`config.mk`:
```
export PLATFORM = sky130hd
export DESIGN_NAME = lbist_ctrl
export DESIGN_NICKNAME = d
export VERILOG_FILES = /design/src/rtl/lbist_pkg.sv /design/src/rtl/lbist_ctrl_comp.sv /design/src/rtl/lbist_ctrl.sv
export SDC_FILE = /design/constraint.sdc
export NUM_CORES = 1
export LEC_CHECK = 0
export CORE_UTILIZATION = 37
export CTS_CLUSTER_DIAMETER = 50
export DETAILED_ROUTE_END_ITERATION = 8
export GPL_ROUTABILITY_DRIVEN = 1
export MAX_ROUTING_LAYER = met4
export PLACE_DENSITY = 0.73
export SYNTH_ARGS = -nofsm -noshare
export SYNTH_HDL_FRONTEND = slang
export SYNTH_HIERARCHICAL = 1
export SYNTH_SLANG_ARGS = --single-unit
```
`constraint.sdc`:
```
create_clock -name clk -period 1.1 [get_ports clk]
set_input_delay 0.22 -clock clk [delete_from_list [all_inputs] [get_ports clk]]
set_output_delay 0.22 -clock clk [all_outputs]
set_load 0.005 [all_outputs]
```
`src/rtl/lbist_pkg.sv`:
```
// LBIST controller shared definitions: FSM state encoding and default widths.
// Consumers import with: import lbist_pkg::*;
package lbist_pkg;

    localparam int BITS_DEF     = 4;
    localparam int SIG_BITS_DEF = 4;

    localparam logic [2:0] S_IDLE   = 3'd0;
    localparam logic [2:0] S_INIT   = 3'd1;
    localparam logic [2:0] S_RUN    = 3'd2;
    localparam logic [2:0] S_SETTLE = 3'd3;
    localparam logic [2:0] S_CHECK  = 3'd4;
    localparam logic [2:0] S_DONE   = 3'd5;

endpackage

```
`src/rtl/lbist_ctrl_comp.sv`:
```
// Equality comparator used for MISR signature vs golden check.
module comp #(
    parameter int BITS = 4
) (
    input  logic [BITS-1:0] a,
    input  logic [BITS-1:0] b,
    output logic            eq
);

    assign eq = (a == b);

endmodule

```
`src/rtl/lbist_ctrl.sv`:
```
// LBIST session controller: sequences RPG/MISR, counts patterns, checks signature.
// Optional watchdog abort enabled by defining LBIST_TIMEOUT_EN.
module lbist_ctrl
    import lbist_pkg::*;
#(
    parameter int BITS     = BITS_DEF,
    parameter int SIG_BITS = SIG_BITS_DEF
) (
    input  logic                clk,
    input  logic                rst,
    input  logic                start,
    input  logic                rpg_end,
    input  logic [SIG_BITS-1:0] signature,
    input  logic [SIG_BITS-1:0] golden,
    output logic                rpg_rst,
    output logic                misr_clr,
    output logic                test_en,
    output logic                busy,
    output logic                done,
    output logic                pass,
    output logic [BITS-1:0]     pat_cnt,
    output logic                timeout
);

    logic [2:0]      state_q, state_d;
    logic [BITS-1:0] pat_cnt_q, pat_cnt_d;
    logic            pass_q, pass_d;
    logic            sig_eq;
    logic            first_run;
    logic            cnt_full;
`ifdef LBIST_TIMEOUT_EN
    logic            timeout_q, timeout_d;
`endif

    comp #(.BITS(SIG_BITS)) u_comp (
        .a  (signature),
        .b  (golden),
        .eq (sig_eq)
    );

    // pat_cnt is zero only in the first RUN cycle, where the LFSR still sits on the seed
    assign first_run = (pat_cnt_q == '0);
    assign cnt_full  = &pat_cnt_q;

    always_comb begin
        state_d   = state_q;
        pat_cnt_d = pat_cnt_q;
        pass_d    = pass_q;
`ifdef LBIST_TIMEOUT_EN
        timeout_d = timeout_q;
`endif
        case (state_q)
            S_IDLE, S_DONE: begin
                if (start) begin
                    state_d   = S_INIT;
                    pat_cnt_d = '0;
                    pass_d    = 1'b0;
`ifdef LBIST_TIMEOUT_EN
                    timeout_d = 1'b0;
`endif
                end
            end
            S_INIT: begin
                pat_cnt_d = '0;
                state_d   = S_RUN;
            end
            S_RUN: begin
                if (!first_run && rpg_end) begin
                    state_d = S_SETTLE;
                end
`ifdef LBIST_TIMEOUT_EN
                else if (cnt_full) begin
                    state_d   = S_DONE;
                    pass_d    = 1'b0;
                    timeout_d = 1'b1;
                end
`endif
                else if (!cnt_full) begin
                    pat_cnt_d = pat_cnt_q + BITS'(1);
                end
            end
            S_SETTLE: state_d = S_CHECK;
            S_CHECK: begin
                pass_d  = sig_eq;
                state_d = S_DONE;
            end
            default: state_d = S_IDLE;
        endcase
    end

    always_ff @(posedge clk or posedge rst) begin
        if (rst) begin
            state_q   <= S_IDLE;
            pat_cnt_q <= '0;
            pass_q    <= 1'b0;
        end else begin
            state_q   <= state_d;
            pat_cnt_q <= pat_cnt_d;
            pass_q    <= pass_d;
        end
    end

`ifdef LBIST_TIMEOUT_EN
    always_ff @(posedge clk or posedge rst) begin
        if (rst) timeout_q <= 1'b0;
        else     timeout_q <= timeout_d;
    end
    assign timeout = timeout_q;
`else
    assign timeout = 1'b0;
`endif

    assign rpg_rst  = (state_q == S_INIT);
    assign misr_clr = (state_q == S_INIT);
    assign test_en  = (state_q == S_RUN);
    assign busy     = (state_q == S_INIT) || (state_q == S_RUN) ||
                      (state_q == S_SETTLE) || (state_q == S_CHECK);
    assign done     = (state_q == S_DONE);
    assign pass     = pass_q;
    assign pat_cnt  = pat_cnt_q;

endmodule

```
==> qor.txt, run 1 <==
R2R Path Start: state_q[0]$_DFFE_PP0P_
Gr ovfl total: 0
Post-layout util: 0.867
WL/cell: 17.1 um
Setup ws final: -0.389 ns
Final ANT Viol Nets: 0
1st-pass router iterations: 4
Sequential share of the synthesized area: 0.347
Core ar.: 0.00138 mm^2
I/O pins: 23
Tot Pwr: 2940 uW
CP Capture Type: flip-flop
WP data arrival: 1.62 ns
CP Max Fanout: 4
Warnings, synthesis: 6
R2R setup slack: -0.39 ns
Failing checks: negative setup slack
Yosys reg bits: 8
Top achievable clock speed: 672 MHz
Power per cell area: 2460 mW/mm^2
Syn_area_per_cell: 9.46 um^2
Mapped Nets: 75
Routed via count: 738
CTS clock-pin slew for the worst setup and hold paths: 0.06 ns
GR Util All Layers: 0.244
Syn Inst Count: 61
Critical Path Source Type: flip-flop
Max-cap violations: 0
Post-synthesis instance area: 577 um^2
Row cnt: 13
Vias per inst: 5.55
Peak supply drop: 1350 uV
Most used DFF post-synth: dfrtp_1
Asr flop ratio synth: 1.00
Fin area: 0.00120 mm^2
Max clock buf depth: 2
Max Slew Vio Count: 0
Outcome: complete, but fails checks
CP Class: reg2reg
Cell variety after synth: 34
Iter 0 DRT Violations: 12
Routed WL: 2270 um
DRC viols: 0
Layout area overhead: 108%
CTS tree: done
Minimum clock period: 1.49 ns
Die area: 0.00172 mm^2
Layout cells sized above 1: 0.585
# diodes: 0
Hold Crit Class: in2async
Die Y: 41.5 um
R2R depth: 6
Fin cells: 133
Most frequent cells in the layout: 20 x buf_4, 16 x buf_6, 11 x clkdlybuf4s50_1
Cts bufs inserted: 3
Fin. Hold Viols: 0
Worst R2R End: pat_cnt[1]$_DFFE_PP0P_
CTS Sinks: 8
Post-synth EDFFs: 0
Gpl congestion: 0.817
Critical Path RT: 1.23 ns
Tcrit/Tclk final: 1.35
Worst Skew: 0.0155 ns
Placed cell count: 110
WHS: 0.193 ns
Initial antenna violation count: 0
Initial Util: 0.417
Wire length of the first global-routing pass: 3150 um
Root buffer cell: clkbuf_4
Worst skew pair latency: 0.28 ns
Clock H-tree levels: 1
Largest net degree at the start of global routing: 9
NumNets Final: 133
Number of global-route vias before repair: 687
Placement Cell Area: 917 um^2
Dpl hpwl: 1050 um
Number of buffers added on ports: 21
RSZ-0062 raised after global routing: yes
Die Width: 41.5 um
Most common cell after layout, fill and taps aside: buf_4
Leak: 0.000564 uW
Final setup vio count: 14
==> what timing repair did <==
item / CTS / global route
hold buffers: 0 / 0
endpoints found under the setup margin: 18 / 15
pin swaps: 10 / 7
buffers inserted: 14 / 7
gates resized for setup: 54 / 15
==> flip-flops by register name (all words and copies together), names as in the netlist <==
| signal | cells |
|---|---|
| pat_cnt | 4 |
| pass | 1 |
| state_q | 3 |
==> worst max-delay path by stage <==
stage                           startpoint                endpoint  slack [ns]  cells past startpoint
floorplan           pat_cnt[0]$_DFFE_PP0P_  pat_cnt[1]$_DFFE_PP0P_       -0.12                      6
global placement                     start  pat_cnt[1]$_DFFE_PP0P_       -0.40                      5
detailed placement                   start  pat_cnt[1]$_DFFE_PP0P_       -0.44                      5
CTS                 state_q[0]$_DFFE_PP0P_                misr_clr       -0.28                      4
global route        pat_cnt[0]$_DFFE_PP0P_  pat_cnt[1]$_DFFE_PP0P_       -0.47                      5
finish              state_q[0]$_DFFE_PP0P_  pat_cnt[1]$_DFFE_PP0P_       -0.39                      6
==> final cells by class <==
type	instances	area [um^2]
clock buffers	4	26.3
multi-input cells	42	412
fillers	64	184
repair buffers	56	500
well taps	15	18.8
flip-flops and latches	8	204
inverters	8	37.5
==> metal layers <==
metal	global-route usage	up-vias	share of wire	wire length, um
met5	-	-	0	0
met4	0.0194	0	0.034	78
met3	0.0652	14	0.060	136
met2	0.447	50	0.53	1190
met1	0.274	344	0.38	862
li1	-	330	-	-
==> critical path, stage by stage (launching register included) <==
cell and delay, ns:
dfrtp_2 0.41, buf_6 0.13, buf_6 0.12, nand2_4 0.06
a221oi_4 0.31, o31a_1 0.22, o22ai_1 0.08
==> power breakdown <==
group | leakage, uW | internal [uW] | total [uW] | switching, uW
Clock | 0.0000150 | 140 | 255 | 116
Combinational | 0.000446 | 1240 | 2200 | 962
Sequential | 0.000103 | 387 | 486 | 99.4
Total | 0.000564 | 1770 | 2940 | 1180
==> cells in the mapped netlist, types with 2 or more instances <==
cell	count	area, um^2
nor3b_1	2	15.0
inv_2	2	7.51
xor2_1	4	35.0
o22ai_1	2	12.5
a21oi_1	3	15.0
nand2b_1	2	12.5
inv_1	5	18.8
o21ai_1	2	10.0
ha_1	2	25.0
dfrtp_1	8	200
buf_4	3	22.5
nor2_1	3	11.3
nor3_1	2	10.0
==> through the flow <==
step | worst slack (ns) | setup TNS, ns
floorplan | -0.121 | -0.369
global route | -0.465 | -4.57
finish | -0.389 | -3.95
detailed placement | -0.436 | -4.08
global placement | -0.403 | -3.88
CTS | -0.285 | -2.87
==> kinds of logic after synthesis <==
group                      share of synthesized area
AOI/OAI and AO/OA                              0.219
and+or+nand+nor                                0.197
buffers and inverters                         0.0933
DFF                                            0.347
xor gates and xnor gates                      0.0759
adders and majority gates                     0.0434
other                                        0.00650
muxes                                         0.0174
No activity file was read; power rests on OpenSTA's default activity.
==> run 2: changes to the inputs <==
--- a/config.mk
+++ b/config.mk
@@ -13,5 +13,4 @@
 export PLACE_DENSITY = 0.73
 export SYNTH_ARGS = -nofsm -noshare
 export SYNTH_HDL_FRONTEND = slang
-export SYNTH_HIERARCHICAL = 1
 export SYNTH_SLANG_ARGS = --single-unit
==> run 2 against run 1 <==
The run still ends with negative setup slack left; fmax grew 0.53%; setup slack better by 0.0079 ns; flip-flop and latch count unchanged; count of clock-buffer cells in the layout down 1; sequential power down 9.7%; largest power group unchanged; clock skew shrank 0.0077 ns; critical endpoint is now rpg_rst; critical path type is now reg2out.
==> qor.txt, run 2 <==
Max-cap violations: 0 (unchanged)
Vias per inst: 5.05 (-9.0%)
Net Sw Frac: 0.365 (-0.0344)
CTS tree: done
CP Class: reg2out
Layout cells sized above 1: 0.467 (-0.117)
Root buffer cell: clkbuf_4
Cell variety after synth: 33 (-2.9%)
Synth top cells by count: 8 x dfrtp_1, 7 x inv_1, 4 x o21ai_0, 4 x xnor2_1, 3 x buf_4
Wire length of the first global-routing pass: 2510 um (-20%)
Most frequent cells in the layout: 18 x buf_4, 12 x clkdlybuf4s50_1, 11 x buf_6
Layout area overhead: 86.4%
CTS Sinks: 8 (unchanged)
Warnings, synthesis: 0 (-6)
Met2 usage: 0.375 (-0.0719)
Placement Cell Area: 895 um^2 (-2.5%)
Syn_area_per_cell: 9.19 um^2 (-2.8%)
Core ar.: 0.00135 mm^2 (-2.4%)
Failing checks: negative setup slack
Flip-flop count of the largest register after layout: 4 (unchanged)
Sw power: 841 uW (-29%)
NumNets Final: 123 (-7.5%)
Cts bufs inserted: 3 (unchanged)
Met1 Use GR: 0.312 (+0.0376)
Dpl hpwl: 1070 um (+1.5%)
Setup ws final: -0.381 ns (+0.00786 ns)
Max Slew Vio Count: 0 (unchanged)
Combinational share of power: 0.704 (-0.044)
Iter 0 DRT Violations: 17 (+5)
Post-synthesis instance area: 561 um^2 (-2.8%)
Initial antenna violation count: 0 (unchanged)
Initial Util: 0.415 (-0.00199)
Row cnt: 13 (unchanged)
Worst R2R End: pat_cnt[0]$_DFFE_PP0P_
CP Capture Type: output pin
Critical Path Source Type: flip-flop
Minimum clock period: 1.48 ns (-0.00786 ns)
Worst skew pair latency: 0.26 ns (-0.02 ns)
Max clock buf depth: 2 (unchanged)
R2R Path Start: state_q[0]$_DFFE_PP0P_
Gpl congestion: 0.772 (-5.6%)
Leak: 0.000488 uW (-13%)
Global Route met3 Usage: 0.0326 (-0.0326)
Gr ovfl total: 0 (unchanged)
Gr busiest metal: met2
Most common cell after layout, fill and taps aside: buf_4
Final setup vio count: 15 (+1)
1st-pass router iterations: 4 (unchanged)
Final ANT Viol Nets: 0 (unchanged)
Placed cell count: 111 (+0.91%)
Die Width: 40.9 um (-1.4%)
Area leader, netlist: dfrtp_1
Outcome: complete, but fails checks
Die area: 0.00167 mm^2 (-2.7%)
Critical Path RT: 0.88 ns (-0.35 ns)
Count leader, synth: dfrtp_1
GR Util All Layers: 0.248 (+0.00408)
Routed via count: 616 (-17%)
Top achievable clock speed: 675 MHz (+0.53%)
I/O pins: 23 (unchanged)
Fin area: 0.00104 mm^2 (-13%)
Clock H-tree levels: 1 (unchanged)
R2R setup slack: -0.38 ns (about the same)
# diodes: 0 (unchanged)
CTS clock-pin slew for the worst setup and hold paths: 0.06 ns (about the same)
Worst Skew: 0.00783 ns (-0.00765 ns)
Yosys reg bits: 8 (unchanged)
CP Max Fanout: 5 (+1)
Sequential share of power: 0.191 (+0.026)
Syn Inst Count: 61 (unchanged)
Peak supply drop: 1680 uV (+25%)
Post-synth EDFFs: 0 (unchanged)
Mapped Nets: 75 (unchanged)
RSZ-0062 raised after global routing: yes
Fin. Hold Viols: 0 (unchanged)
Clock power frac: 0.105 (+0.018)
Number of global-route vias before repair: 588 (-14%)
Largest net degree at the start of global routing: 9 (unchanged)
Tcrit/Tclk final: 1.35 (-0.00714)
Synth top area cells: dfrtp_1 36%, xnor2_1 6.3%, inv_1 4.7%
Asr flop ratio synth: 1.00 (unchanged)
Hold Crit Class: in2async
R2R depth: 6 (unchanged)
WL/cell: 13.7 um (-20%)
WP data arrival: 1.26 ns (-0.36 ns)
Fin cells: 122 (-8.3%)
Number of buffers added on ports: 21 (unchanged)
Sequential share of the synthesized area: 0.357 (+0.0101)
Power per cell area: 2200 mW/mm^2 (-10%)
Internal power: 1460 uW (-17%)
Die Y: 40.9 um (-1.4%)
Routed WL: 1670 um (-26%)
Post-synth top area share: 0.357 (+0.0101)
DRC viols: 0 (unchanged)
Most used DFF post-synth: dfrtp_1
[run 2: cell types whose count changed after synthesis, sizes merged, moves of 2 or more]
cell,before,now
or3,0,2
o21ai,3,5
xnor2,1,4
xor2,4,1
nor3,3,0
and3,0,2
[run 2: what timing repair did]
item | 4_1_cts | 5_1_grt
setup endpoints to repair | 18 | 17
hold buffers | 0 | 0
cloned | 0 | 0
pin swaps | 7 | 3
setup buffers | 8 | 1
resized for setup | 48 | 6
[run 2: area by class of cell]
type | instances | area, um^2
Inverter | 8 | 32.5
Multi-Input combinational cell | 42 | 344
Tap cell | 15 | 18.8
Timing Repair Buffer | 46 | 427
Fill cell | 91 | 305
Clock buffer | 3 | 22.5
Sequential cell | 8 | 200
[run 2: per-stage QoR]
stage / hold WS (ns) / setup slack [ns] / total power, uW / utilization / setup TNS, ns
after floorplan: 0.0357 / -0.187 / 1040 / - / -0.776
after CTS: 0.227 / -0.383 / 2150 / 0.745 / -3.96
after detailed placement: 0.499 / -0.458 / 1680 / 0.663 / -4.49
after global placement: 0.492 / -0.440 / 1660 / 0.663 / -4.21
after global routing: 0.258 / -0.485 / 2450 / 0.774 / -5.01
final: 0.213 / -0.381 / 2300 / 0.774 / -4.14
[run 2: logic make-up after synthesis]
logic type	Yosys count	synth area share
adder cells (fa/ha/maj)	3	0.0625
XOR/XNOR	5	0.0781
AO/OA/AOI/OAI	16	0.203
other	1	0.00669
buffers and inverters	11	0.0937
AND/OR/NAND/NOR	16	0.181
multiplexers	1	0.0179
flip-flops	8	0.357
[run 2: layer usage]
metal  routed length (um)  vias up  part of all wire
li1                     -      304                 -
met1                  728      286              0.44
met2                  840       21              0.50
met3                   60        5             0.036
met4                   42        0             0.025
met5                    0        -                 0
[run 2: worst max path at each step]
stage / end / slack (ns) / from / cells past startpoint
after floorplan: pat_cnt[1]$_DFFE_PP0P_ / -0.19 / state_q[0]$_DFFE_PP0P_ / 5
after global placement: test_en / -0.44 / state_q[2]$_DFFE_PP0P_ / 3
after detailed placement: test_en / -0.46 / state_q[1]$_DFFE_PP0P_ / 4
after CTS: pat_cnt[1]$_DFFE_PP0P_ / -0.38 / state_q[0]$_DFFE_PP0P_ / 6
after global routing: pat_cnt[0]$_DFFE_PP0P_ / -0.49 / state_q[0]$_DFFE_PP0P_ / 6
final: rpg_rst / -0.38 / state_q[2]$_DFFE_PP0P_ / 4
[run 2: power by group through the flow]
stage,registers [uW],clock network (uW),logic [uW]
after floorplan,459,0,581
after global placement,432,0,1220
after detailed placement,437,0,1240
after CTS,433,239,1480
after global routing,447,250,1750
final,439,241,1620
[run 2: critical path: stages, from the launching register on]
cell and delay [ns]:
dfrtp_1 0.37, buf_4 0.16, inv_2 0.06, and3_2 0.20, clkdlybuf4s15_2 0.21
==> run 3: changes to the inputs <==
--- a/config.mk
+++ b/config.mk
@@ -5,6 +5,7 @@
 export SDC_FILE = /design/constraint.sdc
 export NUM_CORES = 1
 export LEC_CHECK = 0
+export CORE_MARGIN = 3
 export CORE_UTILIZATION = 37
 export CTS_CLUSTER_DIAMETER = 50
 export DETAILED_ROUTE_END_ITERATION = 8
==> run 3 against run 2 <==
Register-to-register slack about the same; the run still ends with negative setup slack left; core utilization is 8.1 points higher; power increased by 18%; non-clock buffer count up 9; fmax is 0.27% lower; critical path type is now reg2reg; critical endpoint is now pat_cnt[2]$_DFFE_PP0P_; highest routed layer unchanged; critical path depth grew 2.
==> qor.txt, run 3 (synthesized netlist as in run 2, its figures left out) <==
Outcome: complete, but fails checks
Failing checks: negative setup slack
Clock power frac: 0.087 (-0.018)
RSZ-0062 raised after global routing: yes
Die area: 0.00202 mm^2 (+21%)
Peak supply drop: 1620 uV (-3.8%)
CP Capture Type: flip-flop
Wire length of the first global-routing pass: 2850 um (+13%)
Max Slew Vio Count: 0 (unchanged)
Worst skew pair latency: 0.26 ns (about the same)
Fin cells: 131 (+7.4%)
I/O pins: 23 (unchanged)
Largest net degree at the start of global routing: 9 (unchanged)
Final ANT Viol Nets: 0 (unchanged)
GR Util All Layers: 0.203 (-0.0457)
Net Sw Frac: 0.375 (+0.00939)
Setup ws final: -0.385 ns (-0.00407 ns)
Gr ovfl total: 0 (unchanged)
Cts bufs inserted: 3 (unchanged)
Most frequent cells in the layout: 23 x buf_4, 16 x buf_6, 11 x clkdlybuf4s50_1
Most common cell after layout, fill and taps aside: buf_4
CTS clock-pin slew for the worst setup and hold paths: 0.06 ns (about the same)
Top achievable clock speed: 673 MHz (-0.27%)
CTS Sinks: 8 (unchanged)
Placed cell count: 108 (-2.7%)
# diodes: 0 (unchanged)
Layout cells sized above 1: 0.603 (+0.136)
Minimum clock period: 1.49 ns (+0.00407 ns)
Root buffer cell: clkbuf_4
Dpl hpwl: 1060 um (-1.0%)
NumNets Final: 132 (+7.3%)
Fin area: 0.00117 mm^2 (+12%)
WP data arrival: 1.67 ns (+0.41 ns)
Clock H-tree levels: 1 (unchanged)
Worst path max stage delay: 0.41 ns (+0.04 ns)
Layout area overhead: 108%
Worst Skew: 0.00822 ns (+0.000389 ns)
Die Width: 44.9 um (+9.8%)
Die Y: 44.9 um (+9.8%)
CTS tree: done
Sw power: 1020 uW (+21%)
CP Class: reg2reg
Critical Path RT: 1.29 ns (+0.41 ns)
Initial Util: 0.410 (-0.00494)
Number of global-route vias before repair: 671 (+14%)
Max-cap violations: 0 (unchanged)
Gpl congestion: 0.800 (+3.7%)
Leak: 0.000552 uW (+13%)
Internal power: 1700 uW (+16%)
Critical Path Source Type: flip-flop
1st-pass router iterations: 4 (unchanged)
Number of buffers added on ports: 21 (unchanged)
CP Max Fanout: 6 (+1)
Sequential share of power: 0.166 (-0.025)
Max clock buf depth: 2 (unchanged)
Tcrit/Tclk final: 1.35 (+0.00370)
Placement Cell Area: 872 um^2 (-2.5%)
Slowest-stage cell, CP: dfrtp_1
Routed via count: 690 (+12%)
Hold Crit Class: in2async
Routed WL: 2150 um (+28%)
Fin. Hold Viols: 0 (unchanged)
Crit-path cells: buf_6 -> or3_1 -> o211a_1 -> buf_4 -> o21ai_2 -> o2bb2ai_1
Pre-CTS setup slack: -0.458 ns (-0.000725 ns)
WL/cell: 16.4 um (+20%)
Core ar.: 0.00137 mm^2 (+1.2%)
Flip-flop count of the largest register after layout: 4 (unchanged)
Final setup vio count: 13 (-2)
DRC viols: 0 (unchanged)
Vias per inst: 5.27 (+4.3%)
Initial antenna violation count: 0 (unchanged)
Combinational share of power: 0.747 (+0.043)
Iter 0 DRT Violations: 34 (+17)
Power per cell area: 2330 mW/mm^2 (+5.8%)
Row cnt: 13 (unchanged)
[run 3: cell types whose count changed in the layout (fill, tap and decap cells not counted), moves of 2 or more]
cell,change
inv_4,+2
buf_6,+5
o21ai_0,-3
buf_4,+5
o21ai_2,+2
and3_2,-2
and3_4,+2
clkdlybuf4s15_2,-2
[run 3: metrics by stage]
step,utilization,setup TNS (ns),power [uW],hold WS (ns)
after CTS,0.757,-2.89,2250,0.206
after global routing,0.854,-4.02,2880,0.225
final,0.854,-3.46,2720,0.214
after detailed placement,0.638,-4.57,1620,0.486
after global placement,0.638,-4.36,1600,0.489
after floorplan,-,-0.776,1040,0.0357
[run 3: routing by layer]
layer / up-vias / part of all wire / track usage / wire length (um)
met5: - / 0 / - / 0
met1: 333 / 0.42 / 0.240 / 907
met4: 0 / 0.016 / 0.0760 / 34
li1: 320 / - / - / -
met3: 4 / 0.054 / 0.0359 / 117
met2: 33 / 0.51 / 0.339 / 1090
[run 3: path summary, 6_finish.rpt]
check	startpoint	endpoint	slack (ns)	cells after the start
min in group clk	pass$_DFFE_PP0P_	pass$_DFFE_PP0P_	0.52	2
setup / recovery	state_q[0]$_DFFE_PP0P_	pat_cnt[2]$_DFFE_PP0P_	-0.39	6
hold / removal	rst	pat_cnt[2]$_DFFE_PP0P_	0.21	2
setup reg to reg	state_q[0]$_DFFE_PP0P_	pat_cnt[2]$_DFFE_PP0P_	-0.39	6
max in group asynchronous	rst	state_q[2]$_DFFE_PP0P_	0.64	2
hold reg to reg	pass$_DFFE_PP0P_	pass$_DFFE_PP0P_	0.52	2
[run 3: power groups by stage]
stage	Combinational, uW	Sequential [uW]	Clock [uW]
2_1_floorplan	581	459	0
3_3_place_gp	1160	436	0
3_5_place_dp	1180	440	0
4_1_cts	1580	433	236
5_1_grt	2170	458	250
6_report	2030	452	236
[run 3: repair_timing]
action / in CTS / in global routing
hold buffers: 0 / 0
buffers inserted: 12 / 10
resized for setup: 61 / 20
endpoints found under the setup margin: 17 / 15
pin swaps: 8 / 14
[run 3: critical path: cells and delay by family (launching register included)]
kind / cells / cell delay (ns)
flops: 1 / 0.41
simple gates: 1 / 0.36
compound gates: 3 / 0.34
buf+inv: 2 / 0.30
[run 3: area by class of cell]
type / count / area, um^2
repair buffers: 55 / 498
clock buffers: 3 / 22.5
well taps: 15 / 18.8
inverters: 8 / 37.5
multi-input cells: 42 / 390
flip-flops and latches: 8 / 200
fillers: 71 / 199
